$ cat src/rtl/ksa.sv
// rtl/ksa.sv - RC4 key-scheduling pass over the shared 256x8 s_mem.
// Optional build macro KSA_SKIP_SELF_SWAP_EN: drop both writes when j == i.
module ksa #(
  parameter int KEY_LEN = 3
) (
  input  logic                 clk,
  input  logic                 rst_n,
  input  logic                 en,
  output logic                 rdy,
  input  logic [8*KEY_LEN-1:0] key,
  output logic [7:0]           addr,
  input  logic [7:0]           rddata,
  output logic [7:0]           wrdata,
  output logic                 wren
);

  localparam int KW = (KEY_LEN > 1) ? $clog2(KEY_LEN) : 1;

  typedef enum logic [3:0] {
    IDLE, RD_I, WT_I, LT_I, RD_J, WT_J, LT_J, WR_J, WR_I
  } state_t;

  state_t               state;
  logic [8*KEY_LEN-1:0] key_r;
  logic [7:0]           i, j, si, sj;
  logic [7:0]           kb, j_next;
  logic [KW-1:0]        kidx, kidx_next;

  // Byte 0 of the key sits in the most significant byte lane.
  always_comb begin
    kb = key_r[8*KEY_LEN-1 -: 8];
    for (int k = 0; k < KEY_LEN; k++)
      if (kidx == KW'(k)) kb = key_r[8*(KEY_LEN-1-k) +: 8];
  end

  assign j_next    = j + rddata + kb;
  assign kidx_next = (kidx == KW'(KEY_LEN-1)) ? '0 : kidx + 1'b1;

  always_ff @(posedge clk or negedge rst_n) begin
    if (!rst_n) begin
      state  <= IDLE;
      rdy    <= 1'b1;
      wren   <= 1'b0;
      addr   <= 8'd0;
      wrdata <= 8'd0;
      i      <= 8'd0;
      j      <= 8'd0;
      si     <= 8'd0;
      sj     <= 8'd0;
      kidx   <= '0;
      key_r  <= '0;
    end else begin
      case (state)
        IDLE: begin
          if (en) begin
            key_r <= key;
            i     <= 8'd0;
            j     <= 8'd0;
            kidx  <= '0;
            addr  <= 8'd0;
            rdy   <= 1'b0;
            state <= RD_I;
          end
        end
        RD_I: state <= WT_I;
        WT_I: state <= LT_I;
        LT_I: begin
          si <= rddata;
          j  <= j_next;
`ifdef KSA_SKIP_SELF_SWAP_EN
          if (j_next == i) begin
            // Self-swap is a no-op on memory: jump straight to the advance step.
            i    <= i + 8'd1;
            addr <= i + 8'd1;
            kidx <= kidx_next;
            if (i == 8'hFF) begin
              rdy   <= 1'b1;
              state <= IDLE;
            end else begin
              state <= RD_I;
            end
          end else begin
            addr  <= j_next;
            state <= RD_J;
          end
`else
          addr  <= j_next;
          state <= RD_J;
`endif
        end
        RD_J: state <= WT_J;
        WT_J: state <= LT_J;
        LT_J: begin
          sj     <= rddata;
          addr   <= j;
          wrdata <= si;
          wren   <= 1'b1;
          state  <= WR_J;
        end
        WR_J: begin
          addr   <= i;
          wrdata <= sj;
          state  <= WR_I;
        end
        WR_I: begin
          // i, addr and kidx wrap to zero after the final iteration.
          wren <= 1'b0;
          i    <= i + 8'd1;
          addr <= i + 8'd1;
          kidx <= kidx_next;
          if (i == 8'hFF) begin
            rdy   <= 1'b1;
            state <= IDLE;
          end else begin
            state <= RD_I;
          end
        end
        default: begin
          state <= IDLE;
          rdy   <= 1'b1;
          wren  <= 1'b0;
        end
      endcase
    end
  end

endmodule

$ cat config.mk
export PLATFORM = sky130hd
export DESIGN_NAME = ksa
export DESIGN_NICKNAME = d
export VERILOG_FILES = /design/src/rtl/ksa.sv
export SDC_FILE = /design/constraint.sdc
export NUM_CORES = 1
export LEC_CHECK = 0
export CAP_MARGIN = 30
export CORE_MARGIN = 2
export CORE_UTILIZATION = 50
export CTS_CLUSTER_DIAMETER = 30
export DETAILED_ROUTE_END_ITERATION = 6
export HOLD_SLACK_MARGIN = 0.15
export PLACE_DENSITY_LB_ADDON = 0.3
export SYNTH_ARGS = -nofsm -noshare
export SYNTH_HDL_FRONTEND = slang
export SYNTH_SLANG_ARGS = --single-unit
$ cat constraint.sdc
create_clock -name clk -period 4 [get_ports clk]
set_clock_uncertainty 0.05 [all_clocks]
set_input_delay 0.8 -clock clk [delete_from_list [all_inputs] [get_ports clk]]
set_output_delay 0.8 -clock clk [all_outputs]
set_load 0.02 [all_outputs]
==> results.md <==
| Stage | Item | Reported |
| --- | --- | --- |
| timing | Max Fclk | 286 MHz |
| drt | Vias | 2854 |
| place | Cell count after placement | 492 |
| timing | Final min period | 3.50 ns |
| synthesis | Mapped Avg Cell Area | 11.3 µm² |
| final layout | Number of nets in the finished design | 451 |
| die | Number of I/O pins | 53 |
| synthesis | Nets in the synthesized netlist | 399 |
| timing | Max-slew violations | 0 |
| grt | Total global-route track usage | 21.2% |
| synthesis | Most instantiated library cell after synthesis | sky130_fd_sc_hd__dfrtp_1 |
| worst setup path | CP Data Arrival Time | 3.66 ns |
| die | Number of standard-cell rows in the floorplan | 32 |
| grt | Number of antenna violations at the first check in global routing | 0 |
| power and ir drop | Proportion of power drawn by combinational gates | 52.6% |
| synthesis | Number of distinct standard cells referenced by the synthesized netlist | 46 |
| power and ir drop | Internal portion of total power | 2.56 mW |
| drt | Drt first-iter violations | 152 |
| die | Effective utilization at floorplan | 51.4% |
| worst setup path | Maximum fanout encountered on the critical timing path | 11 |
| grt | Global routing usage on met3 | 4.23% |
| place | Routability cong. | 0.840 |
| synthesis | Top cell type by total area after synthesis | sky130_fd_sc_hd__dfrtp_1 |
| synthesis | Proportion of synthesized flip-flops having asynchronous set or reset | 100% |
| drt | Routed via count divided by cell count | 5.63 |
| drt | Final WL | 8.45 mm |
| grt | Vias in the first global route | 2889 |
| clocking | Clock insertion delay at the later pin of the skew report | 0.34 ns |
| final layout | Non-filler cells in the finished layout | 507 |
| synthesis | Yosys top cell area share | 50.1% |
| timing | Worst hold margin | 0.337 ns |
| grt | GR Overflow Total | 0 |
| timing | Setup repair after global routing missed its margin | false |
| grt | Global Route met2 Usage | 34.2% |
| grt | M1 GR Usage | 28.3% |
| die | Die width | 92.9 µm |
| synthesis | Number of synthesized flops with an enable pin | 0 |
| clocking | TritonCTS clock tree | built |
| worst setup path | Endpoint type of the worst setup path | flip-flop |
| power and ir drop | Overall power of the completed layout | 4.26 mW |
| final layout | Post-route cell area | 0.00477 mm² |
| worst setup path | Type of the worst setup path | flip-flop to flip-flop |
| grt | Global-route layer with the greatest usage | met2 |
| die | Area of the core region | 0.00769 mm² |
| grt | Pin count of the biggest net entering global routing | 50 |
| clocking | Postcts setup bufs | 0 |
| clocking | Cells resized by post-CTS repair | 0 |
| place | HPWL after detailed placement | 6.06 mm |
| final layout | Synthesis-to-finish area growth | 20.7% |
| min path | Type of the tightest min-delay check | input port to asynchronous set/reset pin |
| place | Number of buffers inserted by port buffering | 52 |
| power and ir drop | Reg power frac | 33.8% |
| clocking | Hold buffers post-CTS | 0 |
| timing | Aggregate negative setup slack | 0 ns |
| clocking | Number of H-tree levels | 3 |
| synthesis | Synthesis Warnings | 0 |
| clocking | CTS sink count | 80 |
| timing | Count of endpoints failing hold in the final timing report | 0 |
| synthesis | Number of instances in the synthesized netlist | 349 |
| timing | Pin slew with the least headroom to its limit | 0.679 ns |
| clocking | TritonCTS Buffers | 9 |
| worst setup path | Startpoint kind of the worst setup timing path | flip-flop |
| synthesis | Cells taking the most area after synthesis | sky130_fd_sc_hd__dfrtp_1 50%, sky130_fd_sc_hd__mux2_2 9.4%, sky130_fd_sc_hd__nand2_1 4.3%, sky130_fd_sc_hd__fa_1 4.1%, sky130_fd_sc_hd__o21ai_0 2.4% |
| die | Area of the die | 0.00862 mm² |
| die | DIE HEIGHT | 92.9 µm |
| timing | Number of failing setup endpoints in the final timing report | 0 |
| clocking | Largest buffer count on any clock path | 2 |
| synthesis | Cell area after technology mapping | 0.00395 mm² |
| job | Maxcap violations | 0 |
| timing | Max-slew headroom | 54.5% |
| worst setup path | Critical path data required time | 4.16 ns |
| run status | Outcome | complete, no violations |
| synthesis | Top_reg_cell synth | sky130_fd_sc_hd__dfrtp_1 |
| synthesis | Sequential fraction of the synthesis area | 50.7% |
| power and ir drop | Switching fraction of total power | 39.9% |
| power and ir drop | Switching power summed over all nets | 1.70 mW |
| grt | Global-route wire length before repair | 14.2 mm |
| power and ir drop | Clock Power Share | 13.6% |
| power and ir drop | Leakage component of the power | 2.09 nW |
| drt | Wire per inst | 16.7 µm |
| power and ir drop | Worst VDD drop | 430 µV |
| drt | Remaining routing DRC violations | 0 |
| timing | Fin crit share | 87.5% |
| drt | Antenna Nets Post-Route | 0 |
| power and ir drop | Total power divided by cell area | 893 mW/mm² |
| drt | First drt pass iteration count | 4 |
| final layout | Number of antenna diodes | 0 |
| synthesis | Flops & latches, synth | 80 |
| final layout | Fraction of final layout cells with drive strength greater than 1 | 15.3% |
| clocking | Clock Tree Root | sky130_fd_sc_hd__clkbuf_8 |
| place | Post-detailed-placement cell area | 0.00458 mm² |
| clocking | Clock transition at path regs | 0.08 ns |
| synthesis | Synth cell count leaders | 79 x sky130_fd_sc_hd__dfrtp_1, 45 x sky130_fd_sc_hd__nand2_1, 33 x sky130_fd_sc_hd__mux2_2 |
path summary, 6_finish.rpt:
path,startpoint,endpoint,slack [ns],depth (start not counted)
max in group asynchronous,rst_n,key_r[10],2.98,2
min in group clk,si[2],si[2],0.42,2
worst max-delay path,kidx[0],j[7],0.50,12
worst max register to register,kidx[0],j[7],0.50,12
worst min-delay path,rst_n,state[0],0.34,1
worst min register to register,si[2],si[2],0.42,2
cell type report:
type	count	area, µm²
Fill cell	637	2920
Sequential cell	80	2000
Multi-Input combinational cell	243	1830
Timing Repair Buffer	60	598
Clock buffer	11	141
Tap cell	102	128
Clock inverter	4	45.0
Inverter	7	26.3
critical path, stage by stage, from the launching register on:
cell                       delay, ns
sky130_fd_sc_hd__dfrtp_1        0.58
sky130_fd_sc_hd__nand2b_1       0.26
sky130_fd_sc_hd__nand2_1        0.23
sky130_fd_sc_hd__nor2_1         0.06
sky130_fd_sc_hd__nor2_1         0.21
sky130_fd_sc_hd__fa_1           0.46
sky130_fd_sc_hd__ha_1           0.24
sky130_fd_sc_hd__fa_1           0.42
sky130_fd_sc_hd__a211oi_1       0.32
sky130_fd_sc_hd__o21bai_1       0.11
sky130_fd_sc_hd__a21oi_1        0.19
sky130_fd_sc_hd__xnor2_1        0.15
sky130_fd_sc_hd__o21ai_0        0.09
power by group through the flow:
stage / Sequential (mW) / Combinational, mW / Clock (mW)
finish: 1.44 / 2.24 / 0.577
global route: 1.49 / 2.50 / 0.623
CTS: 1.44 / 2.24 / 0.587
detailed placement: 1.45 / 2.22 / 0
global placement: 1.44 / 2.13 / 0
floorplan: 1.43 / 1.61 / 0
layer usage:
metal  part of all wire, %  vias up
met5                     0        -
met4                   1.3        0
met3                   4.6       11
met2                    50       74
met1                    44     1421
li1                      -     1348
kinds of logic after synthesis:
logic type                 count (synthesis)  synth area share, %
AOI/OAI and AO/OA                         71                 13.0
xor gates and xnor gates                  12                 2.66
adders and majority gates                 15                 6.27
buffers and inverters                     26                 3.04
DFF                                       80                 50.7
muxes                                     40                 11.2
and+or+nand+nor                          105                 13.1
metrics by stage:
stage	worst slack, ns	util [%]
finish	0.499	62.0
global route	0.237	62.0
CTS	0.527	62.0
detailed placement	0.495	59.6
global placement	0.539	59.1
floorplan	0.914	-
state kept, by name, summed over array words and instances (netlist names), 2 cells and up:
signal  cells
state       4
si          8
kidx        2
i           8
sj          8
j           8
wrdata      8
addr        8
key_r      24
layout by cell type, fill, tap and decap left out, types with 2 or more instances in the layout:
cell / netlist / layout
sky130_fd_sc_hd__dfrtp_1: 79 / 79
sky130_fd_sc_hd__clkdlybuf4s50_1: 0 / 51
sky130_fd_sc_hd__nand2_1: 45 / 45
sky130_fd_sc_hd__mux2_2: 33 / 33
sky130_fd_sc_hd__nor2_1: 25 / 25
sky130_fd_sc_hd__o21ai_0: 19 / 19
sky130_fd_sc_hd__nor3b_1: 10 / 10
sky130_fd_sc_hd__clkbuf_8: 0 / 10
sky130_fd_sc_hd__a221o_1: 9 / 9
sky130_fd_sc_hd__xnor2_1: 8 / 8
sky130_fd_sc_hd__fa_1: 8 / 8
sky130_fd_sc_hd__buf_4: 0 / 8
sky130_fd_sc_hd__mux2i_1: 7 / 7
sky130_fd_sc_hd__inv_1: 7 / 7
sky130_fd_sc_hd__ha_1: 7 / 7
sky130_fd_sc_hd__o22ai_1: 6 / 6
sky130_fd_sc_hd__nand3_1: 6 / 6
sky130_fd_sc_hd__a21oi_1: 5 / 5
sky130_fd_sc_hd__a222oi_1: 4 / 4
sky130_fd_sc_hd__and3_1: 4 / 4
sky130_fd_sc_hd__xor2_1: 4 / 4
sky130_fd_sc_hd__a21o_1: 4 / 4
sky130_fd_sc_hd__a22o_1: 4 / 4
sky130_fd_sc_hd__nand2b_1: 3 / 3
sky130_fd_sc_hd__nand3b_1: 3 / 3
sky130_fd_sc_hd__o31ai_1: 3 / 3
sky130_fd_sc_hd__o211ai_1: 3 / 3
sky130_fd_sc_hd__clkinv_2: 0 / 3
sky130_fd_sc_hd__nor2b_1: 2 / 2
sky130_fd_sc_hd__a211oi_1: 2 / 2
sky130_fd_sc_hd__nor3_2: 2 / 2
sky130_fd_sc_hd__a31oi_1: 2 / 2
sky130_fd_sc_hd__o211a_1: 2 / 2
sky130_fd_sc_hd__a221oi_1: 2 / 2
No activity file was read; power rests on OpenSTA's default activity.
